[config.mk]
export PLATFORM = sky130hd
export DESIGN_NAME = program_store
export DESIGN_NICKNAME = d
export VERILOG_FILES = /design/src/rtl/program_store_pkg.sv /design/src/rtl/program_store_ram.sv /design/src/rtl/program_store.sv
export SDC_FILE = /design/constraint.sdc
export NUM_CORES = 1
export LEC_CHECK = 0
export BUFFER_PORTS_ARGS = -buffer_cell sky130_fd_sc_hd__clkbuf_2
export CAP_MARGIN = 10
export CORE_ASPECT_RATIO = 1.5
export CORE_MARGIN = 2
export CORE_UTILIZATION = 47
export CTS_BUF_LIST = sky130_fd_sc_hd__clkbuf_4 sky130_fd_sc_hd__clkbuf_8 sky130_fd_sc_hd__clkbuf_16
export DETAILED_ROUTE_END_ITERATION = 10
export PLACE_DENSITY = 0.73
export SLEW_MARGIN = 10
export SYNTH_ARGS = -nofsm -noshare
export SYNTH_HDL_FRONTEND = slang
export SYNTH_SLANG_ARGS = --single-unit
[constraint.sdc]
create_clock -name Clock -period 3.1 [get_ports Clock]
set_input_delay 0.31 -clock Clock [delete_from_list [all_inputs] [get_ports Clock]]
set_output_delay 0.31 -clock Clock [all_outputs]
set_load 0.02 [all_outputs]
[src/rtl/program_store_pkg.sv]
// Shared types and constants for the loadable program store.
package program_store_pkg;

  typedef enum logic [1:0] {
    ST_EMPTY = 2'd0,
    ST_LOAD  = 2'd1,
    ST_FILL  = 2'd2,
    ST_RUN   = 2'd3
  } state_e;

  localparam int NOP_DEFAULT = 0;

  // LoadCount must reach DEPTH, which can be 2**AW.
  function automatic int cnt_width(input int aw);
    return aw + 1;
  endfunction

endpackage

[src/rtl/program_store_ram.sv]
// DEPTH x IW storage: one synchronous write port, one synchronous read port, no reset.
module prog_ram #(
  parameter int AW    = 5,
  parameter int IW    = 10,
  parameter int DEPTH = 32
) (
  input  logic          clk,
  input  logic          we,
  input  logic [AW-1:0] waddr,
  input  logic [IW-1:0] wdata,
  input  logic          re,
  input  logic [AW-1:0] raddr,
  output logic [IW-1:0] rdata
);

  logic [IW-1:0] mem [DEPTH];
  logic [IW-1:0] rdata_q;

  always_ff @(posedge clk) begin
    if (we) mem[waddr] <= wdata;
    if (re) rdata_q <= mem[raddr];
  end

  assign rdata = rdata_q;

endmodule

[src/rtl/program_store.sv]
// Run-time loadable instruction memory: valid/ready loader with NOP back-fill and a stallable fetch port.
module program_store
  import program_store_pkg::*;
#(
  parameter int            AW       = 5,
  parameter int            IW       = 10,
  parameter int            DEPTH    = 32,
  parameter logic [IW-1:0] NOP_WORD = IW'(NOP_DEFAULT)
) (
  input  logic                      Clock,
  input  logic                      nReset,
  input  logic [AW-1:0]             Addr,
  input  logic                      Stall,
  output logic [IW-1:0]             Instruction,
  output logic                      InstrValid,
  input  logic                      LoadStart,
  input  logic [IW-1:0]             LoadData,
  input  logic                      LoadValid,
  input  logic                      LoadLast,
  output logic                      LoadReady,
  output logic                      Loading,
  output logic [cnt_width(AW)-1:0]  LoadCount
);

  localparam int            CW       = cnt_width(AW);
  localparam logic [AW-1:0] LAST_PTR = AW'(DEPTH - 1);
  localparam logic [CW-1:0] DEPTH_C  = CW'(DEPTH);

  state_e        state_q, state_d;
  logic [AW-1:0] ptr_q, ptr_d;
  logic [CW-1:0] cnt_q, cnt_d;
  logic          ivld_q, ivld_d;
  logic          oob_q, oob_d;

  logic          we, re, in_range;
  logic [IW-1:0] wdata, rdata;

  assign in_range = {1'b0, Addr} < DEPTH_C;

  always_comb begin
    state_d = state_q;
    ptr_d   = ptr_q;
    cnt_d   = cnt_q;
    ivld_d  = ivld_q;
    oob_d   = oob_q;
    we      = 1'b0;
    re      = 1'b0;
    wdata   = LoadData;
    case (state_q)
      ST_EMPTY: begin
        ivld_d = 1'b0;
        if (LoadStart) begin
          state_d = ST_LOAD;
          ptr_d   = '0;
          cnt_d   = '0;
        end
      end
      ST_LOAD: begin
        ivld_d = 1'b0;
        if (LoadStart) begin
          ptr_d = '0;
          cnt_d = '0;
        end else if (LoadValid) begin
          we    = 1'b1;
          cnt_d = cnt_q + CW'(1);
          // A word landing in the top slot ends the download outright.
          if (ptr_q == LAST_PTR) begin
            state_d = ST_RUN;
          end else begin
            ptr_d = ptr_q + AW'(1);
            if (LoadLast) state_d = ST_FILL;
          end
        end
      end
      ST_FILL: begin
        ivld_d = 1'b0;
        if (LoadStart) begin
          state_d = ST_LOAD;
          ptr_d   = '0;
          cnt_d   = '0;
        end else begin
          we    = 1'b1;
          wdata = NOP_WORD;
          if (ptr_q == LAST_PTR) state_d = ST_RUN;
          else                   ptr_d   = ptr_q + AW'(1);
        end
      end
      ST_RUN: begin
        if (LoadStart) begin
          state_d = ST_LOAD;
          ptr_d   = '0;
          cnt_d   = '0;
          ivld_d  = 1'b0;
        end else if (!Stall) begin
          // Out-of-range fetches leave the RAM idle and are masked to NOP.
          ivld_d = 1'b1;
          oob_d  = !in_range;
          re     = in_range;
        end
      end
      default: state_d = ST_EMPTY;
    endcase
  end

  always_ff @(posedge Clock or negedge nReset) begin
    if (!nReset) begin
      state_q <= ST_EMPTY;
      ptr_q   <= '0;
      cnt_q   <= '0;
      ivld_q  <= 1'b0;
      oob_q   <= 1'b0;
    end else begin
      state_q <= state_d;
      ptr_q   <= ptr_d;
      cnt_q   <= cnt_d;
      ivld_q  <= ivld_d;
      oob_q   <= oob_d;
    end
  end

  prog_ram #(.AW(AW), .IW(IW), .DEPTH(DEPTH)) u_ram (
    .clk   (Clock),
    .we    (we),
    .waddr (ptr_q),
    .wdata (wdata),
    .re    (re),
    .raddr (Addr),
    .rdata (rdata)
  );

  assign Instruction = (ivld_q && !oob_q) ? rdata : NOP_WORD;
  assign InstrValid  = ivld_q;
  assign LoadReady   = (state_q == ST_LOAD);
  assign Loading     = (state_q == ST_LOAD) || (state_q == ST_FILL);
  assign LoadCount   = cnt_q;

endmodule

==> key figures <==
Yosys
  • Compound-Gate Fraction of Synth Area: 0.0501
  • Synth top area share: 0.704
  • Post-Synth Simple-Gate Area: 0.0630
  • Yosys warnings: 0
  • Main synth FF type: edfxtp_1
  • Largest area contributor in the netlist: edfxtp_1
  • Sequential-to-total area share from yosys stat: 0.729
  • Distinct cells, synth: 40
  • Synth Register Bits: 344
  • Synth Area in Adders: 0.00977
  • Number of flops mapped to enable cells by yosys: 330
  • Post-synth net total: 872
  • XOR/XNOR Fraction of Synth Area: 0.00498
  • Synth area leaders: edfxtp_1 70%, mux2i_1 11%, dfrtp_1 2.5%
  • Largest family of logic cells by synthesized area: multiplexers
  • FFs w/ async S/R, synth: 0.0407
  • Synthesized cell area: 14100 um2
  • Cells after Synth: 840
  • Syn Area/Cell: 16.8 um2
  • Multiplexer area fraction after synthesis: 0.114

Layout
  • Layout area overhead: 12.7%
  • Commonest non-fill, non-tap cells in the layout: 330 x edfxtp_1, 160 x mux2i_1, 53 x buf_4
  • Layout Nets: 954
  • # diodes: 0
  • Leading cell type in the layout, fill and taps excluded: edfxtp_1
  • Fillers: 2349
  • Non-filler cells, final: 1340
  • Layout cell share with drive strength beyond 1: 0.177

Power
  • Internal power: 7.91 mW
  • Clock power share: 0.364
  • Static Leak: 5.77 nW
  • Comb pwr share: 0.116
  • Reg power frac: 0.520
  • Total power: 10.4 mW
  • Power Dens Cells: 657 nW/um2
  • Switching power: 2.51 mW
  • Sw frac: 0.241
  • Max VDD drop: 0.000533 V

Timing
  • RSZ-0062 raised after global routing: false
  • Skew final: 12.9 ps
  • Setup TNS: 0 ps
  • Slew margin rel.: 0.567
  • Achievable Freq: 412 MHz
  • Min cycle time layout: 2430 ps
  • Min Hold Slack: 145 ps
  • Max Slew Vio Count: 0
  • Fin crit share: 0.783
  • Setup WS post-layout: 672 ps
  • Final number of hold-violating endpoints: 0
  • Worst slew pin tran: 649 ps
  • Final setup fails: 0

Global routing
  • Largest net degree at the start of global routing: 41
  • M1 GR Usage: 0.239
  • GRT overflow: 0
  • Initial antenna violation count: 0
  • M2 GR Usage: 0.360
  • First-pass GRT wire length: 46.8 mm
  • Total track usage: 0.201
  • GR peak layer: met2
  • Global routing usage on met3: 0.0258
  • Vias in the first global route: 7776

Floorplanning
  • Initial core utilization: 0.478
  • Num ports: 40
  • Die footprint: 31400 um2
  • Cell Rows: 77
  • Die Y-Extent: 216 um
  • Die X-Extent: 145 um
  • Core footprint: 29500 um2

Detailed routing
  • Total Wirelength: 31.7 mm
  • First-pass DRT Iterations: 5
  • Wire length per cell: 23.6 um
  • DR vias: 7576
  • 1st-iter DRT viols: 932
  • Post-DRT Antenna Nets: 0
  • DRC viols: 0
  • Vias/cell: 5.65

CTS
  • CTS max path bufs: 3
  • Worst-path clk slew: 70 ps
  • Post-CTS setup buffer count: 0
  • CTS H-tree depth: 1
  • CTS root buf: clkbuf_16
  • CTS tree: yes
  • Clk_lat worst skew: 570 ps
  • Sink Count: 344
  • Cts bufs inserted: 30

Run status
  • Status: finished, final reports clean

Worst setup path
  • R2r startpoint: state_q[1]
  • Internal reg-to-reg setup slack: 670 ps
  • Element type at the critical path end: register
  • Worst Reg-to-Reg Cells: 8
  • Worst r2r dst: u_ram.mem[10][9]
  • CP arrival: 2700 ps
  • Crit path to: u_ram.mem[10][9]
  • Critical path launch point type: register
  • CP startpoint: state_q[1]
  • Worst EP required: 3370 ps
  • CP Class: reg -> reg
  • Crit path max fanout: 10

Place
  • Placed cell count: 1283
  • Placer Congestion: 0.900
  • Pre-CTS WS: 681 ps
  • PortBufs: 39
  • Post-DP HPWL: 20.3 mm

Min path
  • Worst hold path depth: 2
  • Worst hold path class: in -> reg

Run
  • Max-cap violations: 0
-- layer usage --
layer  vias to the layer above  share of wire
met5                         -              0
met4                         0          0.049
li1                       3411              -
met1                      3706           0.37
met2                       362           0.51
met3                        97          0.064
-- how the worst min path moves through the flow --
stage | startpoint | to
global placement | nReset | LoadCount[5]
finish | LoadStart | ptr_q[1]
global route | LoadStart | LoadCount[1]
detailed placement | nReset | LoadCount[5]
CTS | LoadStart | ptr_q[1]
floorplan | nReset | InstrValid
-- power by group through the flow --
stage               Combinational, mW  Clock, mW  Sequential [mW]
finish                           1.20       3.79             5.42
global route                     1.29       4.03             5.43
CTS                              1.21       3.84             5.42
detailed placement               1.20          0             5.52
global placement                 1.18          0             5.52
floorplan                       0.756          0             5.51
-- Yosys cell counts, types with 8 or more instances --
library cell	instances
a21oi_1	27
a22o_1	20
a22oi_1	40
a31oi_1	10
and2_1	22
buf_2	13
buf_6	8
clkbuf_1	11
dfrtp_1	14
edfxtp_1	330
ha_1	11
inv_1	8
mux2i_1	160
nand2_1	24
nand3_1	23
nand4_1	14
nor2_1	44
nor3_2	9
-- cells by family after synthesis --
logic type | after synthesis
buf+inv | 54
mux | 160
compound gates | 101
fa+ha+maj | 11
xor+xnor | 8
flops | 344
simple gates | 162
-- critical path: stages, from the launching register on --
cell,delay [ps]
dfrtp_1,400
inv_1,100
ha_1,220
and2_1,320
nor2_2,80
nor3_4,360
nand2_4,220
nor2_1,200
buf_4,220
-- metrics by stage --
stage          cell area, um2   util
2_1_floorplan           14100      -
6_report                15900  0.538
5_1_grt                 15900  0.538
3_3_place_gp            14800  0.503
3_5_place_dp            14800  0.503
4_1_cts                 15900  0.538
-- cell type report --
| cell class | instances | area (um2) | area share |
|---|---|---|---|
| Multi-Input combinational cell | 442 | 3410 | 0.215 |
| Clock buffer | 36 | 813 | 0.0512 |
| Clock inverter | 19 | 204 | 0.0128 |
| Sequential cell | 344 | 10300 | 0.646 |
| Timing Repair Buffer | 96 | 662 | 0.0417 |
| Inverter | 8 | 30.0 | 0.00189 |
| Tap cell | 395 | 494 | 0.0311 |
-- state kept, by name, indices dropped and copies added, names as in the netlist --
register / cells
u_ram.rdata: 10
ptr_q: 5
LoadCount: 6
state_q: 2
InstrValid: 1
u_ram.mem: 320
-- timing repair --
| item | CTS | global route |
|---|---|---|
| hold endpoints to repair | 15 | 0 |
| hold buffers | 2 | 0 |
| gates resized for setup | 0 | 0 |
Power figures use the tool's default switching activity.
